==> config.mk <==
export PLATFORM = sky130hd
export DESIGN_NAME = mux_scan_sequencer
export DESIGN_NICKNAME = d
export VERILOG_FILES = /design/src/rtl/mux_scan_pkg.sv /design/src/rtl/mux_scan_sequencer_settle_timer.sv /design/src/rtl/mux_scan_sequencer.sv
export SDC_FILE = /design/constraint.sdc
export NUM_CORES = 1
export LEC_CHECK = 0
export CORE_MARGIN = 3
export CORE_UTILIZATION = 46
export CTS_BUF_LIST = sky130_fd_sc_hd__clkbuf_4 sky130_fd_sc_hd__clkbuf_8
export DETAILED_ROUTE_END_ITERATION = 16
export GPL_TIMING_DRIVEN = 1
export HOLD_SLACK_MARGIN = 0.1
export PLACE_DENSITY = 0.71
export SLEW_MARGIN = 20
export SYNTH_ARGS = -nofsm -noshare
export SYNTH_HDL_FRONTEND = slang
export SYNTH_SLANG_ARGS = --single-unit
==> constraint.sdc <==
create_clock -name clk -period 2.06 [get_ports clk]
set_input_delay 0.412 -clock clk [delete_from_list [all_inputs] [get_ports clk]]
set_output_delay 0.412 -clock clk [all_outputs]
set_load 0.1 [all_outputs]
==> src/rtl/mux_scan_pkg.sv <==
// mux_scan_pkg: shared state encoding and channel geometry for the mux scan sequencer.
package mux_scan_pkg;
    localparam int NUM_CH = 4;
    localparam int CH_W   = 2;
    typedef enum logic [1:0] {
        IDLE   = 2'd0,
        SETTLE = 2'd1,
        SAMPLE = 2'd2,
        VALID  = 2'd3
    } state_e;
endpackage

==> src/rtl/mux_scan_sequencer_settle_timer.sv <==
// settle_timer: loadable down-counter that flags when the select settle time has elapsed.
module settle_timer #(
    parameter int CNT_W = 4
) (
    input  logic             clk,
    input  logic             rst_n,
    input  logic             load,
    input  logic [CNT_W-1:0] value,
    input  logic             dec,
    output logic             zero
);
    logic [CNT_W-1:0] cnt_q, cnt_d;

    always_comb cnt_d = load ? value : dec ? cnt_q - 1'b1 : cnt_q;

    always_ff @(posedge clk or negedge rst_n)
        if (!rst_n) cnt_q <= '0;
        else        cnt_q <= cnt_d;

    assign zero = (cnt_q == '0);
endmodule

==> src/rtl/mux_scan_sequencer.sv <==
// mux_scan_sequencer: steps a 4:1 mux through its channels, samples d after a settle
// time and hands the assembled 4-bit word to a consumer over valid/ready.
module mux_scan_sequencer
    import mux_scan_pkg::*;
#(
    parameter int SETTLE_CYCLES = 2,
    parameter int CNT_W         = 4
) (
    input  logic       clk,
    input  logic       rst_n,
    input  logic       start,
    input  logic       continuous,
    input  logic       d,
    output logic       s1,
    output logic       s0,
    output logic [3:0] word,
    output logic       word_valid,
    input  logic       word_ready,
    output logic       busy
);
    state_e            state_q, state_d;
    logic [CH_W-1:0]   ch_q, ch_d;
    logic [NUM_CH-1:0] cap_q, cap_d;
    logic [3:0]        word_q, word_d;
    logic              load, dec, settled;

    settle_timer #(.CNT_W(CNT_W)) u_timer (
        .clk   (clk),
        .rst_n (rst_n),
        .load  (load),
        .value (CNT_W'(SETTLE_CYCLES - 1)),
        .dec   (dec),
        .zero  (settled)
    );

    always_comb begin
        state_d = state_q;
        ch_d    = ch_q;
        cap_d   = cap_q;
        word_d  = word_q;
        load    = 1'b0;
        dec     = 1'b0;
        case (state_q)
            IDLE: if (start) begin
                state_d = SETTLE;
                ch_d    = '0;
                load    = 1'b1;
            end
            SETTLE: if (settled) state_d = SAMPLE;
                    else         dec     = 1'b1;
            SAMPLE: begin
                cap_d[ch_q] = d;
                if (ch_q == CH_W'(NUM_CH - 1)) begin
                    word_d  = cap_d;
                    ch_d    = '0;
                    state_d = VALID;
                end else begin
                    ch_d    = ch_q + 1'b1;
                    load    = 1'b1;
                    state_d = SETTLE;
                end
            end
            VALID: if (word_ready) begin
                // continuous is only looked at here, so clearing it mid-scan lets the scan finish
                state_d = continuous ? SETTLE : IDLE;
                load    = continuous;
            end
            default: state_d = IDLE;
        endcase
    end

    always_ff @(posedge clk or negedge rst_n)
        if (!rst_n) begin
            state_q <= IDLE;
            ch_q    <= '0;
            cap_q   <= '0;
            word_q  <= '0;
        end else begin
            state_q <= state_d;
            ch_q    <= ch_d;
            cap_q   <= cap_d;
            word_q  <= word_d;
        end

    assign {s1, s0}   = ch_q;
    assign word       = word_q;
    assign word_valid = (state_q == VALID);
    assign busy       = (state_q != IDLE);
endmodule

Word level (Yosys, flattened, before mapping)
Cells that the tools add are included.
{"block": "word_totals", "reg_bits": 16, "in_bits": 6, "output_inout_bits": 8, "elab_cells": 45}
{"block": "classes", "addsub": 2, "order_cmp": 2, "eq_ne": 7, "n_mux": 20, "n_reduce_logical": 9}
{"cell": "$mux W2", "n": 6}
{"cell": "$mux W4", "n": 2}
{"cell": "$pmux W2 S4", "n": 1}
{"cell": "$mux W1", "n": 7}
{"cell": "$eq A2 B2 Y1 const B", "n": 3}
{"cell": "$reduce_bool A2 Y1", "n": 3}
{"cell": "$bwmux W4", "n": 1}
{"cell": "$logic_not A4 Y1", "n": 1}
{"cell": "$ne A2 B2 Y1 const B", "n": 2}
{"cell": "$pmux W2 S2", "n": 1}
{"cell": "$reduce_and A2 Y1", "n": 2}
{"cell": "$sub A4 B1 Y4 const B", "n": 1}
{"cell": "$lt A2 B3 Y1 const B", "n": 1}
{"cell": "$pmux W1 S3", "n": 1}
{"cell": "$reduce_and A3 Y1", "n": 1}
{"cell": "$add A2 B1 Y2 const B", "n": 1}
{"cell": "$demux W1 S2", "n": 1}
{"cell": "$eq A2 B1 Y1 const B", "n": 1}
{"cell": "$ge A2 B1 Y1 const B", "n": 1}
{"cell": "$logic_not A2 Y1", "n": 1}
{"cell": "$ne A2 B1 Y1 const B", "n": 1}
{"cell": "$logic_and A1 B1 Y1", "n": 1}

Depth between registers and ports, before layout
Gate-level depths: netlist of the first run.
{"block": "logic_depth", "ltp_word": 5, "depth_mapped": 5, "mapped_depth_nobuf": 5}

By module
Synthesis of the first run repeated with hierarchy kept, for this count alone.
{"block": "hier_totals", "cells_unflattened": 80, "hier_area_um2": 818.3}
{"module": "mux_scan_sequencer", "n_inst": 1, "cells_per_inst": 59, "area_each_um2": 588.1, "seq_area_each_um2": 275.3}
{"module": "settle_timer", "n_inst": 1, "cells_per_inst": 21, "area_each_um2": 230.2, "seq_area_each_um2": 100.1}

Least setup slack after synthesis of the first run
Ideal clock, no wire load.
{"block": "synth_path", "path_type": "flip-flop to flip-flop", "start": "register ch_q[0]", "end": "register u_timer.cnt_q[0]", "setup_time_ns": 0.136, "arrival_time_ns": 2.025, "t_required_ns": 1.924, "setup_slack_ns": -0.101, "path_stages_with_launch": 5, "n_path_buf": 0, "synth_period_minus_slack_ns": 2.161, "path_cell_list": "dfrtp_1 ha_1 o21ai_0 o22a_1 or3b_2"}
{"block": "synth_via", "elab_chain_len": 4, "word_cells_on_any_way": 5, "classes_between": "eq/ne: 1; mux: 3; reduce/logical: 1"}
{"element": "from (decl)", "line_no": "mux_scan_sequencer.sv:22", "rtl": "logic [CH_W-1:0] ch_q, ch_d;"}
{"element": "from (signal assigned)", "line_no": "mux_scan_sequencer.sv:80", "rtl": "ch_q <= ch_d;"}
{"element": "$eq A2 B2 Y1 *", "line_no": "mux_scan_sequencer.sv:53", "rtl": "if (ch_q == CH_W'(NUM_CH - 1)) begin"}
{"element": "$mux W1 *", "line_no": "mux_scan_sequencer.sv:53"}
{"element": "$pmux W1 S3 *", "line_no": "mux_scan_sequencer.sv:43", "rtl": "case (state_q)"}
{"element": "$mux W4 or $reduce_bool A2 Y1 (tied branches)"}
{"element": "to (signal assigned)", "line_no": "mux_scan_sequencer_settle_timer.sv:18", "rtl": "else cnt_q <= cnt_d;"}
{"element": "to (decl)", "line_no": "mux_scan_sequencer_settle_timer.sv:12", "rtl": "logic [CNT_W-1:0] cnt_q, cnt_d;"}
Mark *: on every way between the ends. The rest lies on a longest branch, timed or not.
A chain may end at the register's enable or synchronous reset.

Worst setup path in the final report of the first run
{"block": "layout_path", "start": "register state_q[0]", "end": "output busy"}
{"block": "layout_via", "elab_chain_len": 1}
{"element": "from (decl)", "line_no": "mux_scan_sequencer.sv:21", "rtl": "state_e state_q, state_d;"}
{"element": "from (signal assigned)", "line_no": "mux_scan_sequencer.sv:79", "rtl": "state_q <= state_d;"}
{"element": "$reduce_bool A2 Y1", "line_no": "mux_scan_sequencer.sv:88", "rtl": "assign busy = (state_q != IDLE);"}
{"element": "to (decl)", "line_no": "mux_scan_sequencer.sv:19", "rtl": "output logic busy"}
Every way passes these cells.

==> impl_metrics.toml, run 1 <==
[run_status]
run_status = "finished, final reports clean"

[grt]
antenna_found_initial = 0
grt_pass1_vias = 526
grt_max_degree = 16
grt_overflow = 0
grt_usage_pct = 15.33
grt_first_pass_wirelength_um = 2428

[critical_path]
startpoint_type = "flop"
worst-setup-path-type = "flop to primary output"
cp_data_arrival_time_ns = 1.31
cp_max_fo = 13
cp-end-kind = "primary output"
worstPathRequired_ns = 1.65
ff2ff_setup_slack_ns = 0.39

[clock_network]
cts.clk_slew.worst_paths_ns = 0.09
clk_path_buf_depth = 2
cts_buffers = 3
clkSinkCount = 15
clk_latency_ns = 0.28
tritoncts = "done"
cts-root-buf = "clkbuf_4"
post_cts_resized = 0
cts_max_level = 1
post_cts_buffers = 0
hold_buffers = 0

[floorplan]
fp-row-count = 14
core_um2 = 1559
chipWidth_um = 47.50
io-pin-count = 14
dieArea_um2 = 2256
fp.dieH_um = 47.50
start_util_pct = 50.80

[synthesis]
synth-seq-cells = 15
yosys.area.top_type = "dfrtp_1"
syn-num-nets = 88
netlist_top_cells_count = "dfrtp_1, o21ai_0, nand2_1"
synth_cells = 77
yosys_warnings = 0
synth_top_area_share_pct = 47.39
netlist_area_um2 = 792.0
async_flop_share_pct = 100.0
synth_ff_type = "dfrtp_1"
seq_area_frac_synth_pct = 47.39
synth_cell_types = 27
synth-edff-count = 0
yosysMostFrequentCell = "dfrtp_1"
synth.avg_cell_area_um2 = 10.29
synthTopCellsByArea = "dfrtp_1, ha_1, o21ai_0"

[detailed_routing]
postRouteAntennaNets = 0
drtIter0Drc = 10
drc = 0
viasPerCell = 5.500
vias = 605
drt-wirelength-per-cell_um = 13.35
finalWirelength_um = 1469
drtPass1Iterations = 4

[timing]
setup_viol = 0
tightest_slew_ns = 0.3698
period_minus_slack_ns = 1.726
fmax_mhz = 579.3
slew_viol_final = 0
max_slew_margin_pct = 75.29
rsz0062_at_grt = "false"
hold_viol_final = 0
skew_ns = 0.002724
holdWs_ns = 0.4375
post-route-period-util_pct = 83.79
setup_tns_ns = 0

[worst_hold_path]
hp-class = "primary input to async pin"

[place]
hpwl_um = 1087
gp_congestion = 0.7293
dpl_cell_area_um2 = 954.7
port_buffers = 13

[layout]
nNetsFinal = 106
drive_above_1_share_pct = 23.40
syn2layout_area_growth_pct = 24.33
antenna_cells = 0
design_area_um2 = 984.7

[flow_run]
maxCapViolations = 0
-- sequential cells by signal, summed over array words and instances, names as in the netlist --
name / flops
state_q: 2
cap_q: 3
ch_q: 2
u_timer.cnt_q: 4
word: 4
-- metal layers --
metal  vias up  part of all wire (%)  routed length (um)  GRT usage, %
met1       284                    49                 726         21.46
met4         0                     0                   0         6.630
met3         0                   5.1                  75         4.135
met5         -                     0                   0             0
li1        308                     -                   -             -
met2        13                    45                 667         22.19
-- metrics by stage --
| step | util, % | std cells | worst slack [ns] |
|---|---|---|---|
| final | 63.16 | 110 | 0.3339 |
| after global routing | 63.16 | 110 | 0.2666 |
| after CTS | 63.16 | 110 | 0.3325 |
| after detailed placement | 61.24 | 106 | 0.1627 |
| after global placement | 61.24 | 106 | 0.2181 |
| after floorplan | - | 77 | 0.2190 |
-- cells by family after synthesis --
| family | count (synthesis) | synth area share [%] |
|---|---|---|
| flip-flops | 15 | 47.39 |
| AO/OA/AOI/OAI | 19 | 14.06 |
| AND/OR/NAND/NOR | 24 | 17.54 |
| multiplexers | 7 | 9.478 |
| adder cells (fa/ha/maj) | 5 | 7.899 |
| buffers and inverters | 7 | 3.633 |
-- placed cells by master (no fill, tap or decap) --
master,n
a21oi_1,3
and3_1,1
and2_1,1
nand2_1,7
o21ai_0,11
o211ai_1,1
or4b_1,1
or3_1,1
a22o_1,2
dfrtp_2,2
buf_4,8
o21bai_1,1
nor2b_1,2
nor3b_1,1
mux2_2,4
nand2b_1,1
nor3_1,1
or3b_2,1
nand3b_1,2
clkdlybuf4s50_1,5
o22a_1,1
or2_2,1
or4_1,2
dfrtp_1,13
ha_1,5
mux2i_1,3
inv_1,5
buf_12,2
clkbuf_4,4
nor2_1,2
-- layout make-up --
cell class              count  area (um2)
inverters                   5       18.77
multi-input cells          55       387.9
clock buffers               4       30.03
well taps                  16       20.02
repair buffers             15       150.1
fillers                   124       574.3
flip-flops and latches     15       377.9
-- critical path: stages (launching register included) --
cell	delay, ns
dfrtp_1	0.51
or2_2	0.35
buf_12	0.17
-- worst paths after layout --
check                                 start          endpoint  cells after the start
max                              state_q[0]              busy                      2
min                                   rst_n  u_timer.cnt_q[3]                      2
max reg2reg                u_timer.cnt_q[0]  u_timer.cnt_q[0]                      6
min reg2reg                         word[2]           word[2]                      2
max in group asynchronous             rst_n           ch_q[1]                      2
min in group clk                    word[2]           word[2]                      2
Power of run 1 is not shown: default switching activity piles up to over one toggle a cycle in this logic, so the estimate is an artifact.
==> run 2, diff against run 1 <==
Settings changed: PLACE_DENSITY 0.71 to 0.74.
Clock period 2.06 ns to 1.4 ns, I/O delays scaled along.
==> impl_metrics.toml, run 2 (same netlist as run 1, synthesis figures left out) <==
[layout]
drive_above_1_share_pct = 43.52
antenna_cells = 0
fillers = 93
nNetsFinal = 120
final_cells = 124
syn2layout_area_growth_pct = 59.56
final_common_cell = "dfrtp_1"
final_cell_mix = "dfrtp_1, buf_4, o21ai_0, buf_12, nand2_1"

[run_status]
run_status = "finished with violations"
failed_checks = "setup timing"

[critical_path]
cp_slowest_cell = "or4b_4"
critPathBufInv = 0
path_depth = 3
startpoint_type = "flop"
max_stage_delay_ns = 0.54
reg2reg_depth = 3
crit_chain = "or4b_4, or4_1, a21oi_1"
worst-setup-path-type = "flop to flop"
worstPathRequired_ns = 1.61
cp_max_fo = 3
cp_data_arrival_time_ns = 1.76
cp_top_family = "simple AND/OR/NAND/NOR gates"
cp-end-kind = "flop"

[place]
dpl.cell_count = 115
pre_cts_ws_ns = -0.1618
port_buffers = 13
hpwl_um = 1193
gp_congestion = 0.7214

[detailed_routing]
viasPerCell = 5.621
vias = 697
drtIter0Drc = 13
drc = 0
finalWirelength_um = 1935
drt-wirelength-per-cell_um = 15.60
drtPass1Iterations = 4
postRouteAntennaNets = 0

[clock_network]
hold_buffers = 0
cts-root-buf = "clkbuf_4"
tritoncts = "done"
clkSinkCount = 15
cts_buffers = 3
clk_path_buf_depth = 2
cts_max_level = 1
cts.clk_slew.worst_paths_ns = 0.10
clk_latency_ns = 0.28

[grt]
grtUsageMet1_pct = 22.54
busiest_layer = "met2"
grt_first_pass_wirelength_um = 2849
antenna_found_initial = 0
grt_max_degree = 16
grt_pass1_vias = 669
grt_overflow = 0
met3_usage_pct = 4.135
grt_usage_pct = 18.73
use_met2_pct = 31.55

[timing]
max_slew_margin_pct = 83.51
slew_viol_final = 0
setup_tns_ns = -0.4834
fmax_mhz = 644.3
fin_ws_ns = -0.1520
tightest_slew_ns = 0.2466
post-route-period-util_pct = 110.9
skew_ns = 0.007294
rsz0062_at_grt = "true"
hold_viol_final = 0
period_minus_slack_ns = 1.552
setup_viol = 5
holdWs_ns = 0.3019

[floorplan]
fp.dieH_um = 47.50
io-pin-count = 14
core_um2 = 1559
fp-row-count = 14
start_util_pct = 50.80
dieArea_um2 = 2256
chipWidth_um = 47.50

[flow_run]
maxCapViolations = 0

[worst_hold_path]
hp-class = "primary input to async pin"
==> run 2: changes by cell type in the layout (fill, tap and decap cells not counted), sizes merged <==
cell	change
buf	+14
==> run 2: metal layers <==
metal	share of wire, %	wire (um)
met1	42	808
met5	0	0
met3	4.0	77
met4	1.2	24
met2	53	1024
==> run 2: area by class of cell <==
cell class / instances / area [um2] / area share [%]
well taps: 16 / 20.02 / 1.584
clock buffers: 4 / 30.03 / 2.376
flip-flops and latches: 15 / 382.9 / 30.30
repair buffers: 29 / 349.1 / 27.62
multi-input cells: 55 / 462.9 / 36.63
inverters: 5 / 18.77 / 1.485
==> run 2: repair_timing <==
item                                    4_1_cts  5_1_grt
buffers inserted                              4        1
pin swaps                                     2        0
endpoints found under the setup margin        7       14
gates resized for setup                      10       11
==> run 2: path summary, 6_finish.rpt <==
path | start | end | slack, ns
min in group clk | cap_q[0] | cap_q[0] | 0.54
min | rst_n | word[1] | 0.30
max reg2reg | u_timer.cnt_q[1] | u_timer.cnt_q[3] | -0.15
max | u_timer.cnt_q[1] | u_timer.cnt_q[3] | -0.15
min reg2reg | cap_q[0] | cap_q[0] | 0.54
max in group asynchronous | rst_n | ch_q[0] | 0.91
==> run 2: metrics by stage <==
| step | instance area, um2 | util (%) |
|---|---|---|
| after global placement | 1127 | 72.31 |
| final | 1264 | 81.06 |
| after floorplan | 824.5 | - |
| after detailed placement | 1127 | 72.31 |
| after CTS | 1220 | 78.25 |
| after global routing | 1264 | 81.06 |
Power of run 2 is left out for the same reason.
==> run 3, diff against run 2 <==
Settings changed: CAP_MARGIN set to 5.
==> results of run 3 <==
No change in the layout: final DEF, timing and power equal those of run 2.
Power of run 3 is left out for the same reason.
